**src/rtl/reg_file_mp_pkg.sv**
```systemverilog
// Shared definitions for the multi-read-port MIPS register file.
// Latency: n/a (constants, types and small helpers only).
// Backpressure: n/a.
//
// Contents: architectural register indices, mf_sel encodings, the default
// stack-pointer reset value and the init/run state type.
package reg_file_mp_pkg;

  // Architectural register indices used by the decode stage and syscall path.
  localparam int REG_ZERO = 0;
  localparam int REG_V0   = 2;
  localparam int REG_A0   = 4;
  localparam int REG_SP   = 29;
  localparam int REG_RA   = 31;

  // Port 0 read-source select (mfhi / mflo). 2'b11 is reserved and reads normally.
  localparam logic [1:0] MF_NORMAL    = 2'b00;
  localparam logic [1:0] MF_MOVE_HIGH = 2'b01;
  localparam logic [1:0] MF_MOVE_LOW  = 2'b10;

  // Initial stack pointer loaded by the init sweep.
  localparam logic [31:0] SP_INIT_DEFAULT = 32'h0000_3FFC;

  typedef enum logic {
    ST_INIT = 1'b0,
    ST_RUN  = 1'b1
  } rf_state_t;

  function automatic logic is_move_high(input logic [1:0] sel);
    return sel == MF_MOVE_HIGH;
  endfunction

  function automatic logic is_move_low(input logic [1:0] sel);
    return sel == MF_MOVE_LOW;
  endfunction

endpackage

```
**src/rtl/reg_file_mp_read_port.sv**
```systemverilog
// One registered read port with same-cycle write bypass and optional HI/LO source.
// Latency: 1 cycle (address at edge n, data valid after edge n+1).
// Backpressure: none; a new address is accepted every cycle.
//
// Ports:
//   i_clk, i_rst          clock, synchronous active-high reset (clears o_rd_data)
//   i_run                 high when the array is live; low forces o_rd_data to 0
//   i_rd_addr             register index for this port
//   i_arr_data            stored array entry at i_rd_addr (pre-write value)
//   i_mf_sel              HI/LO source select (honoured only when HILO_EN)
//   i_gpr_we/_addr/_data  effective GPR write this cycle (already gated, never reg 0)
//   i_link_we/_data       effective link write to RA_IDX this cycle
//   i_hilo_we, i_hi_wdata, i_lo_wdata, i_hi, i_lo   HI/LO write and stored values
//   o_rd_data             registered read data
module rf_read_port
  import reg_file_mp_pkg::*;
#(
  parameter int DATA_W  = 32,
  parameter int ADDR_W  = 5,
  parameter int RA_IDX  = 31,
  parameter bit HILO_EN = 1'b0
) (
  input  logic              i_clk,
  input  logic              i_rst,
  input  logic              i_run,
  input  logic [ADDR_W-1:0] i_rd_addr,
  input  logic [DATA_W-1:0] i_arr_data,
  input  logic [1:0]        i_mf_sel,
  input  logic              i_gpr_we,
  input  logic [ADDR_W-1:0] i_wr_addr,
  input  logic [DATA_W-1:0] i_wr_data,
  input  logic              i_link_we,
  input  logic [DATA_W-1:0] i_link_data,
  input  logic              i_hilo_we,
  input  logic [DATA_W-1:0] i_hi_wdata,
  input  logic [DATA_W-1:0] i_lo_wdata,
  input  logic [DATA_W-1:0] i_hi,
  input  logic [DATA_W-1:0] i_lo,
  output logic [DATA_W-1:0] o_rd_data
);

  localparam logic [ADDR_W-1:0] LP_RA = ADDR_W'(RA_IDX);

  logic [1:0]        w_mf_sel;
  logic [DATA_W-1:0] w_hi_cur;
  logic [DATA_W-1:0] w_lo_cur;
  logic [DATA_W-1:0] w_gpr_val;
  logic [DATA_W-1:0] w_rd_nxt;
  logic [DATA_W-1:0] r_rd_data;

  // Ports without the HI/LO override always behave as MF_NORMAL.
  assign w_mf_sel = HILO_EN ? i_mf_sel : MF_NORMAL;

  // A same-cycle mult/div result is what mfhi/mflo must observe.
  assign w_hi_cur = i_hilo_we ? i_hi_wdata : i_hi;
  assign w_lo_cur = i_hilo_we ? i_lo_wdata : i_lo;

  // GPR value with bypass: link write beats GPR write beats the stored entry.
  always_comb begin
    w_gpr_val = i_arr_data;
    if (i_rd_addr == '0) begin
      w_gpr_val = '0;
    end else if (i_link_we && (i_rd_addr == LP_RA)) begin
      w_gpr_val = i_link_data;
    end else if (i_gpr_we && (i_rd_addr == i_wr_addr)) begin
      w_gpr_val = i_wr_data;
    end
  end

  always_comb begin
    w_rd_nxt = w_gpr_val;
    if (is_move_high(w_mf_sel)) begin
      w_rd_nxt = w_hi_cur;
    end else if (is_move_low(w_mf_sel)) begin
      w_rd_nxt = w_lo_cur;
    end
  end

  always_ff @(posedge i_clk) begin
    if (i_rst || !i_run) begin
      r_rd_data <= '0;
    end else begin
      r_rd_data <= w_rd_nxt;
    end
  end

  assign o_rd_data = r_rd_data;

endmodule

```
**src/rtl/reg_file_mp.sv**
```systemverilog
// MIPS GPR file with HI/LO, N_RD registered read ports and a post-reset init sweep.
// Latency: reads 1 cycle with same-cycle write bypass; ready 2**ADDR_W cycles after reset.
// Backpressure: none; requests while o_ready is low are dropped, not queued.
//
// Ports:
//   i_clk, i_rst            clock, synchronous active-high reset
//   i_rd_addr / o_rd_data   packed read indices / registered data, port p at slice p
//   i_mf_sel                port 0 source: 00 GPR, 01 HI, 10 LO, 11 GPR
//   i_wr_en/_addr/_data     GPR write (reg 0 ignored)
//   i_link_en/_data         jal link write to RA_IDX, wins over a GPR write to RA_IDX
//   i_hilo_we, i_hi_wdata, i_lo_wdata   HI/LO write together
//   o_hi, o_lo              stored HI/LO
//   o_a0, o_v0              combinational array contents of regs 4 and 2 (no bypass)
//   o_ready                 high once the init sweep has finished
module reg_file_mp
  import reg_file_mp_pkg::*;
#(
  parameter int                DATA_W  = 32,
  parameter int                ADDR_W  = 5,
  parameter int                N_RD    = 2,
  parameter int                SP_IDX  = REG_SP,
  parameter logic [DATA_W-1:0] SP_INIT = DATA_W'(SP_INIT_DEFAULT),
  parameter int                RA_IDX  = REG_RA
) (
  input  logic                     i_clk,
  input  logic                     i_rst,
  input  logic [N_RD*ADDR_W-1:0]   i_rd_addr,
  output logic [N_RD*DATA_W-1:0]   o_rd_data,
  input  logic [1:0]               i_mf_sel,
  input  logic                     i_wr_en,
  input  logic [ADDR_W-1:0]        i_wr_addr,
  input  logic [DATA_W-1:0]        i_wr_data,
  input  logic                     i_link_en,
  input  logic [DATA_W-1:0]        i_link_data,
  input  logic                     i_hilo_we,
  input  logic [DATA_W-1:0]        i_hi_wdata,
  input  logic [DATA_W-1:0]        i_lo_wdata,
  output logic [DATA_W-1:0]        o_hi,
  output logic [DATA_W-1:0]        o_lo,
  output logic [DATA_W-1:0]        o_a0,
  output logic [DATA_W-1:0]        o_v0,
  output logic                     o_ready
);

  localparam int                DEPTH   = 2 ** ADDR_W;
  localparam logic [ADDR_W-1:0] LP_SP   = ADDR_W'(SP_IDX);
  localparam logic [ADDR_W-1:0] LP_RA   = ADDR_W'(RA_IDX);
  localparam logic [ADDR_W-1:0] LP_LAST = '1;
  localparam logic [ADDR_W-1:0] LP_A0   = ADDR_W'(REG_A0);
  localparam logic [ADDR_W-1:0] LP_V0   = ADDR_W'(REG_V0);

  rf_state_t         r_state;
  rf_state_t         w_state_nxt;
  logic [ADDR_W-1:0] r_idx;
  logic [DATA_W-1:0] r_mem [DEPTH];
  logic [DATA_W-1:0] r_hi;
  logic [DATA_W-1:0] r_lo;

  logic              w_run;
  logic              w_sweep_we;
  logic [DATA_W-1:0] w_sweep_data;
  logic              w_gpr_we;
  logic              w_link_we;
  logic              w_hilo_we;

  // ---------------- FSM: state register ----------------
  always_ff @(posedge i_clk) begin
    if (i_rst) begin
      r_state <= ST_INIT;
    end else begin
      r_state <= w_state_nxt;
    end
  end

  // ---------------- FSM: next state ----------------
  always_comb begin
    w_state_nxt = r_state;
    case (r_state)
      ST_INIT: if (r_idx == LP_LAST) w_state_nxt = ST_RUN;
      ST_RUN:  w_state_nxt = ST_RUN;
      default: w_state_nxt = ST_INIT;
    endcase
  end

  // ---------------- FSM: outputs ----------------
  // Reset dominates: nothing is written in a cycle where i_rst is high.
  always_comb begin
    w_run      = 1'b0;
    w_sweep_we = 1'b0;
    o_ready    = 1'b0;
    case (r_state)
      ST_INIT: w_sweep_we = !i_rst;
      ST_RUN: begin
        w_run   = !i_rst;
        o_ready = 1'b1;
      end
      default: begin
        w_run      = 1'b0;
        w_sweep_we = 1'b0;
      end
    endcase
  end

  // ---------------- sweep counter ----------------
  always_ff @(posedge i_clk) begin
    if (i_rst) begin
      r_idx <= '0;
    end else if (w_sweep_we) begin
      r_idx <= r_idx + 1'b1;
    end
  end

  assign w_sweep_data = (r_idx == LP_SP) ? SP_INIT : '0;

  // ---------------- write strobes (dropped outside RUN) ----------------
  assign w_gpr_we  = w_run && i_wr_en && (i_wr_addr != '0);
  assign w_link_we = w_run && i_link_en;
  assign w_hilo_we = w_run && i_hilo_we;

  // ---------------- storage array ----------------
  // No reset on the array: contents become defined as the sweep visits them.
  // The link write is last so it overrides a GPR write to the same index.
  always_ff @(posedge i_clk) begin
    if (w_sweep_we) begin
      r_mem[r_idx] <= w_sweep_data;
    end
    if (w_gpr_we) begin
      r_mem[i_wr_addr] <= i_wr_data;
    end
    if (w_link_we) begin
      r_mem[LP_RA] <= i_link_data;
    end
  end

  // ---------------- HI / LO ----------------
  always_ff @(posedge i_clk) begin
    if (i_rst) begin
      r_hi <= '0;
      r_lo <= '0;
    end else if (w_hilo_we) begin
      r_hi <= i_hi_wdata;
      r_lo <= i_lo_wdata;
    end
  end

  assign o_hi = r_hi;
  assign o_lo = r_lo;
  assign o_a0 = r_mem[LP_A0];
  assign o_v0 = r_mem[LP_V0];

  // ---------------- read ports ----------------
  for (genvar p = 0; p < N_RD; p++) begin : g_rd
    logic [ADDR_W-1:0] w_addr;
    logic [DATA_W-1:0] w_arr_data;

    assign w_addr     = i_rd_addr[p*ADDR_W +: ADDR_W];
    assign w_arr_data = r_mem[w_addr];

    rf_read_port #(
      .DATA_W  (DATA_W),
      .ADDR_W  (ADDR_W),
      .RA_IDX  (RA_IDX),
      .HILO_EN (p == 0)
    ) u_port (
      .i_clk       (i_clk),
      .i_rst       (i_rst),
      .i_run       (w_run),
      .i_rd_addr   (w_addr),
      .i_arr_data  (w_arr_data),
      .i_mf_sel    (i_mf_sel),
      .i_gpr_we    (w_gpr_we),
      .i_wr_addr   (i_wr_addr),
      .i_wr_data   (i_wr_data),
      .i_link_we   (w_link_we),
      .i_link_data (i_link_data),
      .i_hilo_we   (w_hilo_we),
      .i_hi_wdata  (i_hi_wdata),
      .i_lo_wdata  (i_lo_wdata),
      .i_hi        (r_hi),
      .i_lo        (r_lo),
      .o_rd_data   (o_rd_data[p*DATA_W +: DATA_W])
    );
  end

endmodule

```
**config.mk**
```make
export PLATFORM = sky130hd
export DESIGN_NAME = reg_file_mp
export DESIGN_NICKNAME = d
export VERILOG_FILES = /design/src/rtl/reg_file_mp_pkg.sv /design/src/rtl/reg_file_mp_read_port.sv /design/src/rtl/reg_file_mp.sv
export SDC_FILE = /design/constraint.sdc
export NUM_CORES = 2
export LEC_CHECK = 0
export ABC_AREA = 1
export CORE_MARGIN = 8
export CORE_UTILIZATION = 30
export DETAILED_ROUTE_END_ITERATION = 8
export PLACE_DENSITY = 0.47
export RECOVER_POWER = 25
export REMOVE_ABC_BUFFERS = 1
export SYNTH_ARGS = -nofsm -noshare
export SYNTH_HDL_FRONTEND = slang
export SYNTH_SLANG_ARGS = --single-unit
```
**constraint.sdc**
```tcl
create_clock -name i_clk -period 8.92 [get_ports i_clk]
set_clock_uncertainty 0.15 [all_clocks]
set_input_delay 1.784 -clock i_clk [delete_from_list [all_inputs] [get_ports i_clk]]
set_output_delay 1.784 -clock i_clk [all_outputs]
set_load 0.1 [all_outputs]
```
Word-level counts from Yosys, hierarchy flattened
Memories as Yosys holds them, arrays and structs flattened. A register that Yosys moved wholly into a read port is not among the register bits.
Cells that the tools add are included.
{"block": "word_totals", "ff_bits": 102, "ramBits": 1024, "input_bits": 150, "out_inout_bits": 193, "word_cells": 50, "memories": 1}
{"name": "r_mem", "words": 32, "width": 32, "rd": 4, "rd_clocked_by_memory_dff": 1, "write_ports": 2, "line_no": "reg_file_mp.sv:55", "source": "logic [DATA_W-1:0] r_mem [DEPTH];"}
{"block": "classes", "n_addsub": 1, "eq_ne": 6, "n_mux": 22, "bitwise_logic": 1, "reduce_logical": 14}
{"cell": "32-bit two-way mux", "n": 8}
{"cell": "32-bit OR reduction", "n": 1}
{"cell": "5-bit == test (second input constant)", "n": 3}
{"cell": "14-bit two-way mux", "n": 1}
{"cell": "1-bit two-way mux", "n": 11}
{"cell": "5-bit logical NOT", "n": 2}
{"cell": "1-bit logical AND", "n": 6}
{"cell": "5-bit by 1-bit adder with 5-bit output (second input constant)", "n": 1}
{"cell": "5-bit == test", "n": 1}
{"cell": "5-bit two-way mux", "n": 1}
{"cell": "5-bit nonzero test", "n": 1}
{"cell": "2-bit by 1-bit == test with 1-bit output (second input constant)", "n": 1}
{"cell": "2-bit == test (second input constant)", "n": 1}
{"cell": "1-bit logical NOT", "n": 2}
{"cell": "1-bit case mux with 2 select lines", "n": 1}
{"cell": "2-bit OR reduction", "n": 1}
{"cell": "1-bit logical OR", "n": 1}
{"cell": "1-bit inverter", "n": 1}

Depth between registers and ports, before layout
{"block": "logic_depth", "depth_word": 10, "mapped_depth": 15, "mapped_depth_nobuf": 14}

Modules after synthesis
A second synthesis with hierarchy kept.
{"block": "hier_totals", "hier_cells": 7314, "hier_area_um2": 60227.8}
{"mod": "reg_file_mp", "instances": 1, "cells_each": 6441, "area_per_inst_um2": 54962.7, "seq_area_each_um2": 32150.8}
{"mod": "rf_read_port (g_rd[0].u_port)", "instances": 1, "cells_each": 563, "area_per_inst_um2": 3368.2, "seq_area_each_um2": 640.6}
{"mod": "rf_read_port (g_rd[1].u_port)", "instances": 1, "cells_each": 310, "area_per_inst_um2": 1896.8, "seq_area_each_um2": 640.6}

Worst setup path before layout
Ideal clock, no wire load.
{"block": "synth_timing", "path_kind": "input port to flip-flop", "from": "in i_rst", "to": "mem r_mem[31][0] (enable)", "setup_ns": 0.466, "t_arrival_ns": 5.050, "required_ns": 8.304, "setup_slack_ns": 3.255, "stages": 10, "n_path_buf": 1, "cell_sequence": "inv_2 > nand2_4 > nor2_8 > nand2_4 > buf_6 > nand2_1 > nand2_1 > inv_1 > nand3_1 > o21ai_0"}
{"element": "start: declaration", "line_no": "reg_file_mp.sv:26", "source": "input logic i_rst,"}
{"element": "end: declaration", "line_no": "reg_file_mp.sv:55"}

==> flow_summary.json <==
{
  "hold_path.class": "register to register",
  "tns_ns": 0,
  "core_mm2": 0.192,
  "setup_viol": 0,
  "holdBufCountCts": 0,
  "regArea_mm2": 0.0334,
  "met2_usage": 0.383,
  "placed_cell_area_mm2": 0.0640,
  "cts_root_buf": "clkbuf_16",
  "die_h_um": 456,
  "endpoint_kind": "register",
  "pre_cts_slack_ns": 2.64,
  "first_pass_iters": 6,
  "critPathKind": "primary input to register",
  "instances_no_fill": 9205,
  "area_growth_pct": 18.1,
  "synthMostInstantiatedCell": "nand2_1",
  "synth_ff_type": "edfxtp_1",
  "cts.repair.resized": 0,
  "drcViolationCount": 0,
  "cts_made_buffers": 141,
  "met3_usage": 0.0382,
  "use_met1": 0.299,
  "yosys.area.top_type": "edfxtp_1",
  "syn_avg_cell_area_um2": 9.01,
  "synth_edf_count": 1024,
  "ant_nets": 0,
  "postCtsSetupRepairBufs": 0,
  "placementRows": 161,
  "ios": 343,
  "die_w_um": 456,
  "period_share": 0.766,
  "start_kind": "primary input",
  "ys_seq_area_frac": 0.577,
  "synth_area_leaders": "edfxtp_1 (53%), nand2_1 (8.2%), nand3_1 (7.3%)",
  "top_usage_layer": "met2",
  "grt_use_total": 0.233,
  "vias": 50800,
  "clock.fmax_mhz": 146,
  "grt_overflow_total": 0,
  "grt_pass1_wl_um": 356000,
  "rsz0062_at_grt": "no",
  "synthCells": 6431,
  "start_util": 0.302,
  "htree_levels": 4,
  "clkTransAtPathRegs_ns": 0.05,
  "syn_area_mm2": 0.0580,
  "status": "finished, violations left",
  "finalNetCount": 6713,
  "wl_per_cell_um": 27.7,
  "drive_gt1_frac": 0.0649,
  "clock_latency_ns": 0.78,
  "synth_common_cells": "nand2_1 (1265), edfxtp_1 (1024), nand3_1 (848)",
  "hold_violations": 0,
  "place_inst": 8943,
  "design_area_mm2": 0.0685,
  "synthArstFlopShare": 0,
  "cap_violations": 12,
  "rr_worst_depth": 7,
  "dpl.hpwl_um": 151000,
  "synth_top_cell_area_share": 0.531,
  "clk_path_buf_depth": 3,
  "slew_viol_final": 431,
  "slew_headroom": -1.99,
  "antenna_found_initial": 8,
  "die-area_mm2": 0.208,
  "multi_input_area_mm2": 0.0209,
  "power_per_cell_area_mw_per_mm2": 188,
  "io_buffers": 342,
  "drt-initial-drc-count": 5839,
  "synth_cell_types": 35,
  "tightest_slew_ns": 4.49,
  "synth_warnings": 0,
  "cp.required_ns": 9.20,
  "cts.sinks": 1158,
  "min_period_ns": 6.84,
  "fillerInstances": 19500,
  "grt_pass1_vias": 48200,
  "cts_tree": "yes",
  "violations": "capacitance limit, slew limit",
  "viasPerCell": 5.52,
  "cp.arrival_ns": 7.12,
  "layout_setup_ws_ns": 2.08,
  "power.leakage_nw": 25.9,
  "synth-seq-cells": 1158,
  "gp_congestion": 0.854,
  "critPathMaxFanout": 27,
  "holdPathStages": 2,
  "fin_util": 0.356,
  "ir_drop_mv": 0.123,
  "grt_start_max_net_pins": 227,
  "finalWirelength_um": 255000
}
flip-flops by register name (all words and copies together) (netlist names):
name and count:
r_idx 5, o_hi 32, g_rd.u_port.o_rd_data 64, o_lo 32, r_state 1, r_mem 1024
placed cells by master, fill, tap and decap left out, drive strengths merged:
cell           count
bufinv            10
nor3               6
o41ai              1
nand4             36
dlygate4sd3        1
inv              512
or2               16
nand3            854
o22ai              5
o21a               3
buf              132
o21ai            733
xor2               2
edfxtp          1024
o211ai           312
clkinvlp           3
a21boi            16
nand3b             9
nor2             505
diode              5
clkinv            57
ha                 3
nand2           1270
clkbuf           204
clkdlybuf4s50    330
a21oi            432
dfxtp            134
mux2i             64
final cells by class:
type / count / share of cell area
Inverter: 510 / 0.0284
Multi-Input combinational cell: 4267 / 0.305
Tap cell: 2526 / 0.0462
Antenna cell: 5 / 0.000183
Timing Repair Buffer: 482 / 0.0658
Clock inverter: 72 / 0.00943
Sequential cell: 1158 / 0.488
Clock buffer: 185 / 0.0572
critical path, stage by stage:
cell           delay [ns]
dlygate4sd3_1        0.60
nor2_1               0.13
nand3_1              0.25
nand2_1              1.58
nand2_1              0.21
nand2_1              0.21
nand3_1              0.64
nor2_4               1.13
buf_4                0.50
logic make-up after synthesis:
kind of cell / count (synthesis) / share of synthesized area
AOI/OAI and AO/OA: 1502 / 0.144
xor gates and xnor gates: 2 / 0.000302
adders and majority gates: 3 / 0.000648
buffers and inverters: 1006 / 0.0692
DFF: 1158 / 0.577
muxes: 64 / 0.0111
and+or+nand+nor: 2696 / 0.198
final timing paths:
kind	startpoint	endpoint	slack, ns
worst max-delay path	i_wr_addr[2]	r_mem[6][15]	2.08
worst min-delay path	o_hi[18]	o_hi[18]	0.37
worst max register to register	r_state	r_mem[25][15]	3.16
worst min register to register	o_hi[18]	o_hi[18]	0.37
power breakdown:
| group | internal, mW | switching [mW] |
|---|---|---|
| Clock | 3.38 | 2.40 |
| Combinational | 0.331 | 0.901 |
| Sequential | 5.85 | 0.0194 |
| Total | 9.56 | 3.32 |
layer usage:
metal	wire [um]	part of all wire	up-vias
met5	6	0.000024	-
met4	13300	0.052	2
met3	19500	0.077	586
met2	119000	0.47	2631
met1	103000	0.41	24900
li1	-	-	22700
per-stage QoR:
stage                     power (mW)  hold WS [ns]
final                           12.9         0.370
after global routing            13.2         0.401
after CTS                       13.0         0.375
after detailed placement        7.21         0.361
after global placement          7.20         0.353
after floorplan                 6.55         0.317
Power figures use the tool's default switching activity.
